==> src/rtl/fetch_queue.sv <==
// fetch_queue: instruction fetch stage placed in front of the decoder.
// It drives addresses into a synchronous instruction memory with one
// cycle of read latency and keeps the returned words, tagged with their
// byte addresses, in a small FIFO. A redirect flushes the FIFO, drops
// any read still in flight and restarts fetching at the new address.
//
// Optional feature macro: FETCH_MISALIGN_TRAP_EN
//   Defined  : a redirect to an address that is not word aligned raises
//              a sticky trap and stops fetching. The next aligned
//              redirect clears the trap and fetching resumes.
//   Undefined: trap is tied to 0 and redirect_addr[1:0] is ignored.
//
// Downstream handshake: inst_valid/inst/inst_pc describe the FIFO head.
// A transfer happens on a rising edge where inst_valid && inst_ready.
// inst_valid never depends on inst_ready. The head stays unchanged
// until it is accepted or a redirect flushes the queue.

`timescale 1ns/1ps

module fetch_queue #(
    parameter int unsigned DEPTH    = 4,
    parameter int unsigned AW       = 14,
    parameter int unsigned RESET_PC = 0
) (
    input  logic          clk,
    input  logic          reset,
    output logic [AW-1:0] i_addr,
    input  logic [31:0]   i_data,
    input  logic          redirect_en,
    input  logic [AW-1:0] redirect_addr,
    output logic          inst_valid,
    input  logic          inst_ready,
    output logic [31:0]   inst,
    output logic [AW-1:0] inst_pc,
    output logic          trap
);

    localparam int PW = $clog2(DEPTH);
    localparam int CW = PW + 1;
    localparam logic [AW-1:0] PC_STEP   = AW'(4);
    localparam logic [AW-1:0] PC_RESET  = AW'(RESET_PC);
    localparam logic [CW:0]   DEPTH_LIM = (CW + 1)'(DEPTH);

    logic [AW-1:0] fetch_pc;
    logic          pending;
    logic [AW-1:0] pending_pc;

    logic [31:0]   word_mem [DEPTH];
    logic [AW-1:0] pc_mem   [DEPTH];
    logic [PW-1:0] rd_ptr;
    logic [PW-1:0] wr_ptr;
    logic [CW-1:0] count;

    logic [AW-1:0] redirect_pc;
    logic          misaligned;
    logic [CW:0]   occupancy;
    logic          issue_ok;
    logic          push;
    logic          pop;

    // Redirect targets are always word aligned; the low two bits are not used for fetching.
    assign redirect_pc = {redirect_addr[AW-1:2], 2'b00};

`ifdef FETCH_MISALIGN_TRAP_EN
    logic trap_q;

    assign misaligned = redirect_en && (redirect_addr[1:0] != 2'b00);

    // Trap is set by a misaligned redirect and held until the next redirect.
    always_ff @(posedge clk or negedge reset) begin
        if (!reset) begin
            trap_q <= 1'b0;
        end else if (redirect_en) begin
            trap_q <= misaligned;
        end
    end

    assign trap = trap_q;
`else
    logic unused_low_bits;

    assign unused_low_bits = ^redirect_addr[1:0];
    assign misaligned      = 1'b0;
    assign trap            = 1'b0;
`endif

    // Buffered words plus the read in flight must leave room for one more
    // response. The current count is used, so a same-cycle pop does not
    // make room until the next cycle.
    assign occupancy = {1'b0, count} + {{CW{1'b0}}, pending};
    assign issue_ok  = (occupancy < DEPTH_LIM) && !trap;

    // Memory reads every cycle. The address is harmless when no read is issued.
    assign i_addr = redirect_en ? redirect_pc : fetch_pc;

    // A response that arrives in a redirect cycle belongs to the old path.
    assign push = pending && !redirect_en;

    assign inst_valid = (count != '0);
    assign pop        = inst_valid && inst_ready;
    assign inst       = inst_valid ? word_mem[rd_ptr] : '0;
    assign inst_pc    = inst_valid ? pc_mem[rd_ptr]   : '0;

    // Fetch address and in-flight read tracking.
    always_ff @(posedge clk or negedge reset) begin
        if (!reset) begin
            fetch_pc   <= PC_RESET;
            pending    <= 1'b0;
            pending_pc <= '0;
        end else if (redirect_en) begin
            pending    <= !misaligned;
            pending_pc <= redirect_pc;
            fetch_pc   <= redirect_pc + PC_STEP;
        end else begin
            pending <= issue_ok;
            if (issue_ok) begin
                fetch_pc   <= fetch_pc + PC_STEP;
                pending_pc <= fetch_pc;
            end
        end
    end

    // FIFO pointers and occupancy. A redirect empties the queue after any same-cycle handshake.
    always_ff @(posedge clk or negedge reset) begin
        if (!reset) begin
            rd_ptr <= '0;
            wr_ptr <= '0;
            count  <= '0;
        end else if (redirect_en) begin
            rd_ptr <= '0;
            wr_ptr <= '0;
            count  <= '0;
        end else begin
            if (push) begin
                wr_ptr <= wr_ptr + 1'b1;
            end
            if (pop) begin
                rd_ptr <= rd_ptr + 1'b1;
            end
            case ({push, pop})
                2'b10:   count <= count + 1'b1;
                2'b01:   count <= count - 1'b1;
                default: count <= count;
            endcase
        end
    end

    // FIFO storage. Contents are only visible through the valid-gated head outputs.
    always_ff @(posedge clk) begin
        if (push) begin
            word_mem[wr_ptr] <= i_data;
            pc_mem[wr_ptr]   <= pending_pc;
        end
    end

endmodule

==> config.mk <==
export PLATFORM = sky130hd
export DESIGN_NAME = fetch_queue
export DESIGN_NICKNAME = d
export VERILOG_FILES = /design/src/rtl/fetch_queue.sv
export SDC_FILE = /design/constraint.sdc
export NUM_CORES = 1
export LEC_CHECK = 0
export ABC_AREA = 1
export ABC_CLOCK_PERIOD_IN_PS = 3400
export BUFFER_PORTS_ARGS = -buffer_cell sky130_fd_sc_hd__buf_2
export CORE_MARGIN = 2
export CORE_UTILIZATION = 55
export CTS_BUF_LIST = sky130_fd_sc_hd__clkbuf_16
export CTS_CLUSTER_DIAMETER = 50
export DETAILED_ROUTE_END_ITERATION = 16
export HOLD_SLACK_MARGIN = 0.06
export PLACE_DENSITY = 0.76
export SLEW_MARGIN = 10
export SYNTH_ARGS = -nofsm -noshare
export SYNTH_HDL_FRONTEND = slang
export SYNTH_SLANG_ARGS = --single-unit
==> constraint.sdc <==
create_clock -name clk -period 3.4 [get_ports clk]
set_input_delay 0.34 -clock clk [delete_from_list [all_inputs] [get_ports clk]]
set_output_delay 0.34 -clock clk [all_outputs]
set_load 0.01 [all_outputs]
==> flow_metrics.env <==
export IMPL_hold_viol_final=0
export IMPL_drv_cap=0
export IMPL_post_cts_resized=0
export IMPL_clockBufferDepth=3
export IMPL_fmax_mhz=351
export IMPL_setup_viol=0
export IMPL_hp_class="in2reg"
export IMPL_fin_util_pct=66.7
export IMPL_tightest_slew_ns=0.986
export IMPL_gr_total_overflow=0
export IMPL_min_period_over_period_pct=83.8
export IMPL_port_buffers=104
export IMPL_grt_max_degree=53
export IMPL_clock_sinks=208
export IMPL_area_growth_pct=20.1
export IMPL_dp_hpwl_um=10100
export IMPL_cp_arrival_ns=2.51
export IMPL_setup_worst_path_class="reg2out"
export IMPL_rsz0062_at_grt="no"
export IMPL_globalplace_congestion=0.834
export IMPL_seqPwrFrac_pct=43.9
export IMPL_internal_power_mw=5.42
export IMPL_max_stage_delay_ns=0.70
export IMPL_drive_gt1_share_pct=20.3
export IMPL_n_antenna_cell=0
export IMPL_netlist_instances=774
export IMPL_num_vias=5960
export IMPL_vdd_drop_max_v=0.000494
export IMPL_grt_pass1_vias=5674
export IMPL_grt_antenna_before_repair=0
export IMPL_cts_clk_slew_worst_paths_ns=0.06
export IMPL_die_h_um=130
export IMPL_cts_inserted_buffers=22
export IMPL_final_max_slew_viol_count=0
export IMPL_ys_ff_latch=208
export IMPL_crit_chain="inv_2 -> nor2_1 -> o21ai_0 -> a21oi_1 -> buf_2"
export IMPL_p_sw_mw=2.56
export IMPL_yosys_warnings=0
export IMPL_post_drt_wl_per_cell_um=15.9
export IMPL_skew_ns=0.0184
export IMPL_cts_root_buffer="clkbuf_16"
export IMPL_firstDrtPassIters=4
export IMPL_leakage_nw=4.15
export IMPL_cp_slowest_cell="dfrtp_2"
export IMPL_netlist_area_sq_um=8730
export IMPL_dieArea_sq_um=16900
export IMPL_grt_pass1_wl_um=27700
export IMPL_grtUsageTotal_pct=21.0
export IMPL_reg2reg_slack_ns=1.35
export IMPL_wirelength_um=18100
export IMPL_slew_headroom_pct=34.2
export IMPL_end_kind="output pin"
export IMPL_p_comb_share_pct=26.7
export IMPL_cts_htree_levels=1
export IMPL_status="completed"
export IMPL_cts_tree="built"
export IMPL_cp_max_fo=46
export IMPL_remaining_drc_errors=0
export IMPL_avgSynthCellArea_sq_um=11.3
export IMPL_fin_tns_setup_ns=0
export IMPL_synth_top_area_share_pct=60.5
export IMPL_yosys_area_top_type="edfxtp_1"
export IMPL_synth_area_leaders="edfxtp_1 (61%), dfrtp_1 (9.2%), nor2_1 (8.3%)"
export IMPL_detail_route_antenna_nets=0
export IMPL_final_nets=962
export IMPL_p_clk_share_pct=29.4
export IMPL_start_kind="register"
export IMPL_ys_seq_area_share_pct=69.7
export IMPL_period_needed_ns=2.85
export IMPL_drtIter0Drc=461
export IMPL_sw_frac_of_total_pct=32.1
export IMPL_via_per_inst=5.24
export IMPL_synthDistinctLibCells=34
export IMPL_worstSkewPairLatency_ns=0.50
export IMPL_row_count=46
export IMPL_io_pins=112
export IMPL_core_area_sq_um=15700
export IMPL_required_ns=3.06
export IMPL_powerDensity_nw_per_um2=761
export IMPL_fp_dieW_um=130
export IMPL_initial_core_util_pct=55.6
-- cells in the mapped netlist --
| cell type | instances |
|---|---|
| buf_2 | 10 |
| nand3_4 | 1 |
| a31oi_1 | 2 |
| dfrtp_1 | 32 |
| a21oi_1 | 47 |
| edfxtp_1 | 176 |
| o21bai_1 | 1 |
| o31ai_1 | 1 |
| buf_4 | 11 |
| clkbuf_1 | 19 |
| nor2_2 | 4 |
| o21ai_1 | 4 |
| nor2_1 | 192 |
| conb_1 | 1 |
| nand3_1 | 13 |
| nand4_1 | 4 |
| fa_1 | 1 |
| buf_12 | 1 |
| nand2_4 | 4 |
| inv_8 | 1 |
| inv_1 | 26 |
| inv_2 | 4 |
| nand2_1 | 88 |
| o21ai_2 | 1 |
| nand2_2 | 17 |
| ha_1 | 5 |
| o21a_1 | 1 |
| xnor2_1 | 2 |
| clkinv_2 | 1 |
| clkinv_1 | 1 |
| nor2_4 | 2 |
| o21ai_0 | 97 |
| buf_6 | 3 |
| o211ai_1 | 1 |
-- final timing paths --
| kind | from | cells past startpoint | end |
|---|---|---|---|
| setup / recovery | rd_ptr[1]$_DFFE_PN0P_ | 5 | inst_pc[8] |
| hold / removal | i_data[18] | 1 | word_mem[2][18]$_DFFE_PP_ |
| setup reg to reg | pending$_DFF_PN0_ | 5 | pc_mem[0][6]$_DFFE_PP_ |
| hold reg to reg | fetch_pc[13]$_DFFE_PN0P_ | 2 | fetch_pc[13]$_DFFE_PN0P_ |
| max in group asynchronous | reset | 2 | rd_ptr[0]$_DFFE_PN0P_ |
| min in group asynchronous | reset | 2 | pending_pc[5]$_DFFE_PN0P_ |
-- cell families after synthesis --
logic type / synth area share (%)
other: 0.0430
adders and majority gates: 0.946
AOI/OAI and AO/OA: 9.07
and+or+nand+nor: 15.6
buffers and inverters: 4.47
DFF: 69.7
xor gates and xnor gates: 0.201
-- metrics by stage --
| step | area, sq um | std cells | setup slack, ns | hold WS, ns | total power, mW |
|---|---|---|---|---|---|
| 2_1_floorplan | 8740 | 778 | 0.338 | 0.0444 | 4.86 |
| 5_1_grt | 10500 | 1138 | 0.423 | 0.0727 | 8.41 |
| 3_3_place_gp | 9440 | 1066 | 1.07 | 0.432 | 5.60 |
| 3_5_place_dp | 9440 | 1066 | 1.02 | 0.445 | 5.66 |
| 6_report | 10500 | 1138 | 0.550 | 0.0827 | 7.98 |
| 4_1_cts | 10500 | 1138 | 0.497 | 0.0601 | 8.04 |
-- worst max-delay path: cells and delay by family (launching register included) --
| family | cells | cell delay [ns] |
|---|---|---|
| flip-flops | 1 | 0.70 |
| AND/OR/NAND/NOR | 1 | 0.21 |
| AO/OA/AOI/OAI | 2 | 0.37 |
| buffers and inverters | 2 | 0.72 |
-- routing by layer --
metal  routed length [um]  GRT usage [%]  share of wire (%)
met4                  345           5.25                1.9
met3                  968           3.69                5.4
met1                 7610           27.0                 42
met5                    0              0                  0
met2                 9150           37.4                 51
-- power groups by stage --
stage | clock [mW] | combinational, mW | sequential (mW)
detailed placement | 0 | 2.11 | 3.55
finish | 2.34 | 2.13 | 3.51
CTS | 2.38 | 2.15 | 3.50
floorplan | 0 | 1.36 | 3.50
global route | 2.48 | 2.38 | 3.55
global placement | 0 | 2.07 | 3.53
-- cells in the final DEF, fill, tap and decap left out, types with 3 or more instances in the layout --
| cell | count |
|---|---|
| nor2_1 | 188 |
| edfxtp_1 | 176 |
| buf_2 | 104 |
| o21ai_0 | 97 |
| nand2_1 | 88 |
| a21oi_1 | 47 |
| dlygate4sd3_1 | 32 |
| inv_1 | 31 |
| dfrtp_1 | 30 |
| clkbuf_16 | 22 |
| nand2_2 | 17 |
| nand3_1 | 13 |
| buf_4 | 9 |
| clkinv_1 | 6 |
| nor2_4 | 6 |
| ha_1 | 5 |
| conb_1 | 5 |
| nand2_4 | 4 |
| o21ai_1 | 4 |
| nor2_2 | 4 |
| inv_2 | 4 |
| nand4_1 | 4 |
| bufinv_16 | 3 |
| buf_12 | 3 |
-- cell type report --
| type | instances | area, sq um |
|---|---|---|
| clock buffer | 22 | 551 |
| tap | 216 | 270 |
| clock inverter | 18 | 174 |
| sequential | 208 | 6090 |
| inverter | 33 | 133 |
| multi-input combinational | 493 | 2300 |
| fill | 1101 | 5230 |
| timing repair buffer | 148 | 968 |
-- repair_timing --
action,in CTS,in global routing
buffers inserted,0,0
hold endpoints to repair,155,0
hold buffers,32,0
-- state kept, by name (all words and copies together) (netlist names) --
register,flops
wr_ptr,2
word_mem,128
count,3
fetch_pc,12
rd_ptr,2
pending,1
pc_mem,48
pending_pc,12
Note: power is estimated with default switching activity, not from simulation.
